$ cat src/rtl/sim_phase_controller.sv
// Multi-phase raster simulation controller: runs NUM_PHASES full passes per game tick.
// Optional single-step debug mode is compiled in with SIM_DEBUG_STEP_EN.
module sim_phase_controller #(
    parameter int X_BITS     = 10,
    parameter int Y_BITS     = 9,
    parameter int PIXELS_X   = 640,
    parameter int PIXELS_Y   = 480,
    parameter int NUM_PHASES = 3,
    parameter int PHASE_BITS = 2,
    parameter int TICK_BITS  = 16
) (
    input  logic                  newLocClock,
    input  logic                  Reset,
    input  logic                  RUN,
    input  logic                  game_clock,
    input  logic                  pause,
    input  logic [X_BITS-1:0]     writeLoc_x,
    input  logic [Y_BITS-1:0]     writeLoc_y,
`ifdef SIM_DEBUG_STEP_EN
    input  logic                  debug_mode,
    input  logic                  KEY_STEP,
`endif
    output logic                  write_flag,
    output logic                  hold_locs,
    output logic [2:0]            sim_state,
    output logic [PHASE_BITS-1:0] phase,
    output logic                  pass_done,
    output logic                  tick_done,
    output logic [TICK_BITS-1:0]  tick_count,
    output logic                  overrun
);

    typedef enum logic [2:0] {
        INIT           = 3'd0,
        WRITE          = 3'd1,
        WAIT_TICK      = 3'd2,
        WAIT_STEP_DOWN = 3'd3,
        WAIT_STEP_UP   = 3'd4
    } state_t;

    localparam logic [PHASE_BITS-1:0] LAST_PHASE = PHASE_BITS'(NUM_PHASES - 1);
    localparam logic [X_BITS-1:0]     LAST_X     = X_BITS'(PIXELS_X - 1);
    localparam logic [Y_BITS-1:0]     LAST_Y     = Y_BITS'(PIXELS_Y - 1);

    state_t                  state_reg, state_next;
    logic [PHASE_BITS-1:0]   phase_reg, phase_next;
    logic [TICK_BITS-1:0]    tick_count_reg, tick_count_next;
    logic                    overrun_reg, overrun_next;
    logic                    tick_pending_reg, tick_pending_next;
    logic                    pass_done_reg, pass_done_next;
    logic                    tick_done_reg, tick_done_next;
    // [0],[1]: two-flop synchronizer; [2]: delayed copy for edge detection
    logic [2:0]              sync_reg;

    logic botright;
    logic game_edge;
    logic edge_taken;
    logic debug_active;
    logic consume;

`ifdef SIM_DEBUG_STEP_EN
    assign debug_active = debug_mode;
`else
    assign debug_active = 1'b0;
`endif

    assign botright   = (writeLoc_x == LAST_X) && (writeLoc_y == LAST_Y);
    assign game_edge  = sync_reg[1] && !sync_reg[2];
    assign edge_taken = game_edge && (state_reg != INIT) && !debug_active;

    always_comb begin
        state_next        = state_reg;
        phase_next        = phase_reg;
        tick_count_next   = tick_count_reg;
        overrun_next      = overrun_reg;
        tick_pending_next = tick_pending_reg;
        pass_done_next    = 1'b0;
        tick_done_next    = 1'b0;
        consume           = 1'b0;

        case (state_reg)
            INIT: begin
                if (botright) begin
                    state_next = WRITE;
                    phase_next = '0;
                end
            end
            WRITE: begin
                if (botright) begin
                    pass_done_next = 1'b1;
                    if (phase_reg == LAST_PHASE) begin
                        phase_next      = '0;
                        tick_count_next = tick_count_reg + 1'b1;
                        tick_done_next  = 1'b1;
                        state_next      = debug_active ? WAIT_STEP_DOWN : WAIT_TICK;
                    end else begin
                        phase_next = phase_reg + 1'b1;
                    end
                end
            end
            WAIT_TICK: begin
                if (tick_pending_reg && !pause) begin
                    state_next = WRITE;
                    consume    = 1'b1;
                end
            end
`ifdef SIM_DEBUG_STEP_EN
            WAIT_STEP_DOWN: begin
                if (!KEY_STEP) state_next = WAIT_STEP_UP;
            end
            WAIT_STEP_UP: begin
                if (KEY_STEP) state_next = WRITE;
            end
`endif
            default: state_next = INIT;
        endcase

        // An edge landing on the consume cycle re-arms the pending tick instead of overrunning
        if (consume) begin
            tick_pending_next = edge_taken;
        end else if (edge_taken) begin
            if (tick_pending_reg) overrun_next = 1'b1;
            else                  tick_pending_next = 1'b1;
        end
    end

    always_ff @(posedge newLocClock or posedge Reset) begin
        if (Reset) begin
            state_reg        <= INIT;
            phase_reg        <= '0;
            tick_count_reg   <= '0;
            overrun_reg      <= 1'b0;
            tick_pending_reg <= 1'b0;
            pass_done_reg    <= 1'b0;
            tick_done_reg    <= 1'b0;
            sync_reg         <= '0;
        end else if (!RUN) begin
            state_reg        <= INIT;
            phase_reg        <= '0;
            tick_count_reg   <= '0;
            overrun_reg      <= 1'b0;
            tick_pending_reg <= 1'b0;
            pass_done_reg    <= 1'b0;
            tick_done_reg    <= 1'b0;
            sync_reg         <= '0;
        end else begin
            state_reg        <= state_next;
            phase_reg        <= phase_next;
            tick_count_reg   <= tick_count_next;
            overrun_reg      <= overrun_next;
            tick_pending_reg <= tick_pending_next;
            pass_done_reg    <= pass_done_next;
            tick_done_reg    <= tick_done_next;
            sync_reg         <= {sync_reg[1:0], game_clock};
        end
    end

    assign write_flag = (state_reg == WRITE);
    assign hold_locs  = !((state_reg == INIT) || (state_reg == WRITE));
    assign sim_state  = state_reg;
    assign phase      = phase_reg;
    assign pass_done  = pass_done_reg;
    assign tick_done  = tick_done_reg;
    assign tick_count = tick_count_reg;
    assign overrun    = overrun_reg;

endmodule

$ cat config.mk
export PLATFORM = sky130hd
export DESIGN_NAME = sim_phase_controller
export DESIGN_NICKNAME = d
export VERILOG_FILES = /design/src/rtl/sim_phase_controller.sv
export SDC_FILE = /design/constraint.sdc
export NUM_CORES = 1
export LEC_CHECK = 0
export ABC_CLOCK_PERIOD_IN_PS = 2400
export BUFFER_PORTS_ARGS = -buffer_cell sky130_fd_sc_hd__buf_2
export CORE_MARGIN = 2
export CORE_UTILIZATION = 35
export DETAILED_ROUTE_END_ITERATION = 10
export PLACE_DENSITY = 0.63
export SETUP_SLACK_MARGIN = 0.15
export SYNTH_ARGS = -nofsm -noshare
export SYNTH_HDL_FRONTEND = slang
export SYNTH_SLANG_ARGS = --single-unit
$ cat constraint.sdc
create_clock -name newLocClock -period 2.4 [get_ports newLocClock]
set_clock_uncertainty 0.05 [all_clocks]
set_input_delay 0.12 -clock newLocClock [delete_from_list [all_inputs] [get_ports newLocClock]]
set_output_delay 0.12 -clock newLocClock [all_outputs]
set_load 0.02 [all_outputs]
==> run summary <==
fin crit share: 0.8525
Initial Util: 0.3693
Largest register FFs: 16
flop2flop setup slack: 0.35 ns
input/output buffers: 48
row cnt: 23
Final setup viols: 0
Mapped Cells: 158
clock share of power: 0.342
Post-synth EDFFs: 0
WP data required: 2.56 ns
Max Root-Sink Buffers: 2
Die H: 69.66 um
DR vias/cell: 5.486
CTS root buf: clkbuf_8
cell leakage power: 0.8581 nW
number of warnings issued by yosys: 0
max-cap violations: 0
TNS Setup: 0 ns
CP Data Arrival Time: 2.20 ns
asr flop ratio synth: 1.000
#FFs+latches synth: 27
Worst VDD drop: 0.2915 mV
Critical Path Fanout Max: 14
final wirelength: 3433 um
Wirelength per Cell: 13.57 um
internal power: 595.3 uW
Fmax: 0.4888 GHz
share of power burned in registers: 0.592
Slew Limit Fails: 0
area delta synth->final: 21.56%
Post-Syn Area: 1509 um^2
critical path class: flop to flop
diode count: 0
IO Count: 50
Reg2Reg Capture Point: tick_count[13]$_DFFE_PP0P_
unrepaired setup endpoints after global routing: no
largest net degree at the start of global routing: 33
# nets final: 229
Sw Ratio: 0.2291
mean post-synth cell area: 9.550 um^2
HP Start: RUN
fin area: 1834 um^2
Die Area: 4853 um^2
via count: 1388
H-Tree Depth: 1
postcts setup bufs: 0
Hold Crit Depth: 3
Routed Antenna Nets: 0
CP Launch Type: flop
Comb pwr share: 0.066
initial antenna violation count: 0
crit end category: flop
CTS tree: done
all-layer global routing usage: 0.1496
worst min-delay path category: primary input to flop
Syn Nets: 183
PD cells: 421.0 nW/um^2
CTS resizes: 0
vias in the first global route: 1317
Clock Sinks: 27
dpl hpwl: 2451 um
first-pass GRT wire length: 6037 um
CTS clk-pin slew, worst paths: 0.10 ns
final hold vios: 0
hold endpoint: sim_state[0]$_DFFE_PP0P_
status: complete, no violations
Core Footprint: 4086 um^2
drt pass-1 iters: 4
Synth cell types: 36
switching power of the nets: 176.9 uW
DRC errors left: 0
Die W: 69.66 um
hold buffer count at cts: 2
r2r worst-path depth: 4
number of DRC markers in iteration 0: 74
routability congestion estimate: 0.7765
share of cells above drive strength 1: 0.3005
CTS Buf Count: 3
Finished Layout Cells: 253
Crit Reg-Reg Startpoint: sim_state[1]$_DFFE_PP0P_
grt total ovfl: 0
min Tclk post-route: 2.046 ns
cell total after placement: 247
commonest register cell after synthesis: dfrtp_1
register area share after synthesis: 0.4478
Clk Latency, worst-skew pair: 0.28 ns
Cell Area, Placed: 1768 um^2
==> cells by family (layout without fill, tap and decap cells) <==
logic type | after synthesis | count (layout) | synth area share
multiplexers | 2 | 2 | 0.01327
AO/OA/AOI/OAI | 40 | 40 | 0.1658
flip-flops | 27 | 27 | 0.4478
other | 1 | 1 | 0.002485
AND/OR/NAND/NOR | 71 | 71 | 0.3085
adder cells (fa/ha/maj) | 1 | 1 | 0.008291
buffers and inverters | 16 | 61 | 0.05389
==> critical path: stages, from the launching register on <==
cell,delay [ns]
dfrtp_1,0.49
and4bb_2,0.45
nand4_2,0.29
or4_1,0.55
a21oi_1,0.15
==> cell usage after synthesis, drive strengths merged (4+ instances only) <==
cell,n,share of area
dfrtp,27,0.45
a21oi,18,0.060
o31ai,13,0.065
or4,13,0.065
nand3,9,0.030
nand4,8,0.047
nand2,7,0.017
buf,6,0.029
clkbuf,6,0.015
and2,5,0.021
nor2,5,0.012
inv,4,0.0099
nor2b,4,0.017
o21ai,4,0.013
or3,4,0.017
==> worst max-delay path by stage <==
stage	start	end	slack, ns	cells past startpoint
2_1_floorplan	sim_state[1]$_DFFE_PP0P_	tick_count[10]$_DFFE_PP0P_	0.46	6
3_3_place_gp	sim_state[1]$_DFFE_PP0P_	tick_count[13]$_DFFE_PP0P_	0.44	4
3_5_place_dp	sim_state[1]$_DFFE_PP0P_	tick_count[15]$_DFFE_PP0P_	0.39	4
4_1_cts	sim_state[1]$_DFFE_PP0P_	tick_count[13]$_DFFE_PP0P_	0.36	4
5_1_grt	sim_state[1]$_DFFE_PP0P_	tick_count[13]$_DFFE_PP0P_	0.18	4
6_report	sim_state[1]$_DFFE_PP0P_	tick_count[13]$_DFFE_PP0P_	0.35	4
==> power by group through the flow <==
stage | Combinational [mW] | Sequential [mW] | Clock (mW)
6_report | 0.0512 | 0.457 | 0.264
3_3_place_gp | 0.0499 | 0.466 | 0
3_5_place_dp | 0.0498 | 0.466 | 0
4_1_cts | 0.0524 | 0.457 | 0.275
5_1_grt | 0.0592 | 0.457 | 0.291
2_1_floorplan | 0.0224 | 0.466 | 0
==> routing by layer <==
metal  up-vias  wire [um]  track usage
met3         4        239      0.04070
met4         0         32      0.04060
met5         -          0            0
met1       639       1607       0.2005
li1        692          -            -
met2        53       1553       0.2382
==> cell type report <==
class	count	area [um^2]
well taps	50	62.56
inverters	4	15.01
multi-input cells	115	752.0
clock buffers	3	41.29
fillers	407	2252
flip-flops and latches	27	675.6
repair buffers	53	282.8
clock inverters	1	5.005
==> through the flow <==
step           utilization  total power [mW]  hold slack (ns)  worst slack, ns
2_1_floorplan            -            0.4882           0.1227           0.4575
3_3_place_gp        0.4326            0.5158           0.1560           0.4396
3_5_place_dp        0.4326            0.5157           0.1503           0.3883
4_1_cts             0.4489            0.7848          0.08799           0.3636
5_1_grt             0.4489            0.8071           0.1039           0.1833
6_report            0.4489            0.7723          0.09134           0.3540
==> cells in the final DEF, fill, tap and decap left out, types with 3 or more instances in the layout <==
master / instances
o21ai_0: 4
nor2b_1: 4
nand2_1: 7
inv_1: 4
nand4_1: 6
or4_1: 13
a21oi_1: 18
o31ai_1: 13
clkbuf_8: 3
buf_4: 3
and2_1: 5
dfrtp_1: 27
nor2_1: 5
nor3_1: 3
or3_1: 4
buf_2: 48
and3_1: 3
nand3_1: 9
No activity file was read; power rests on OpenSTA's default activity.
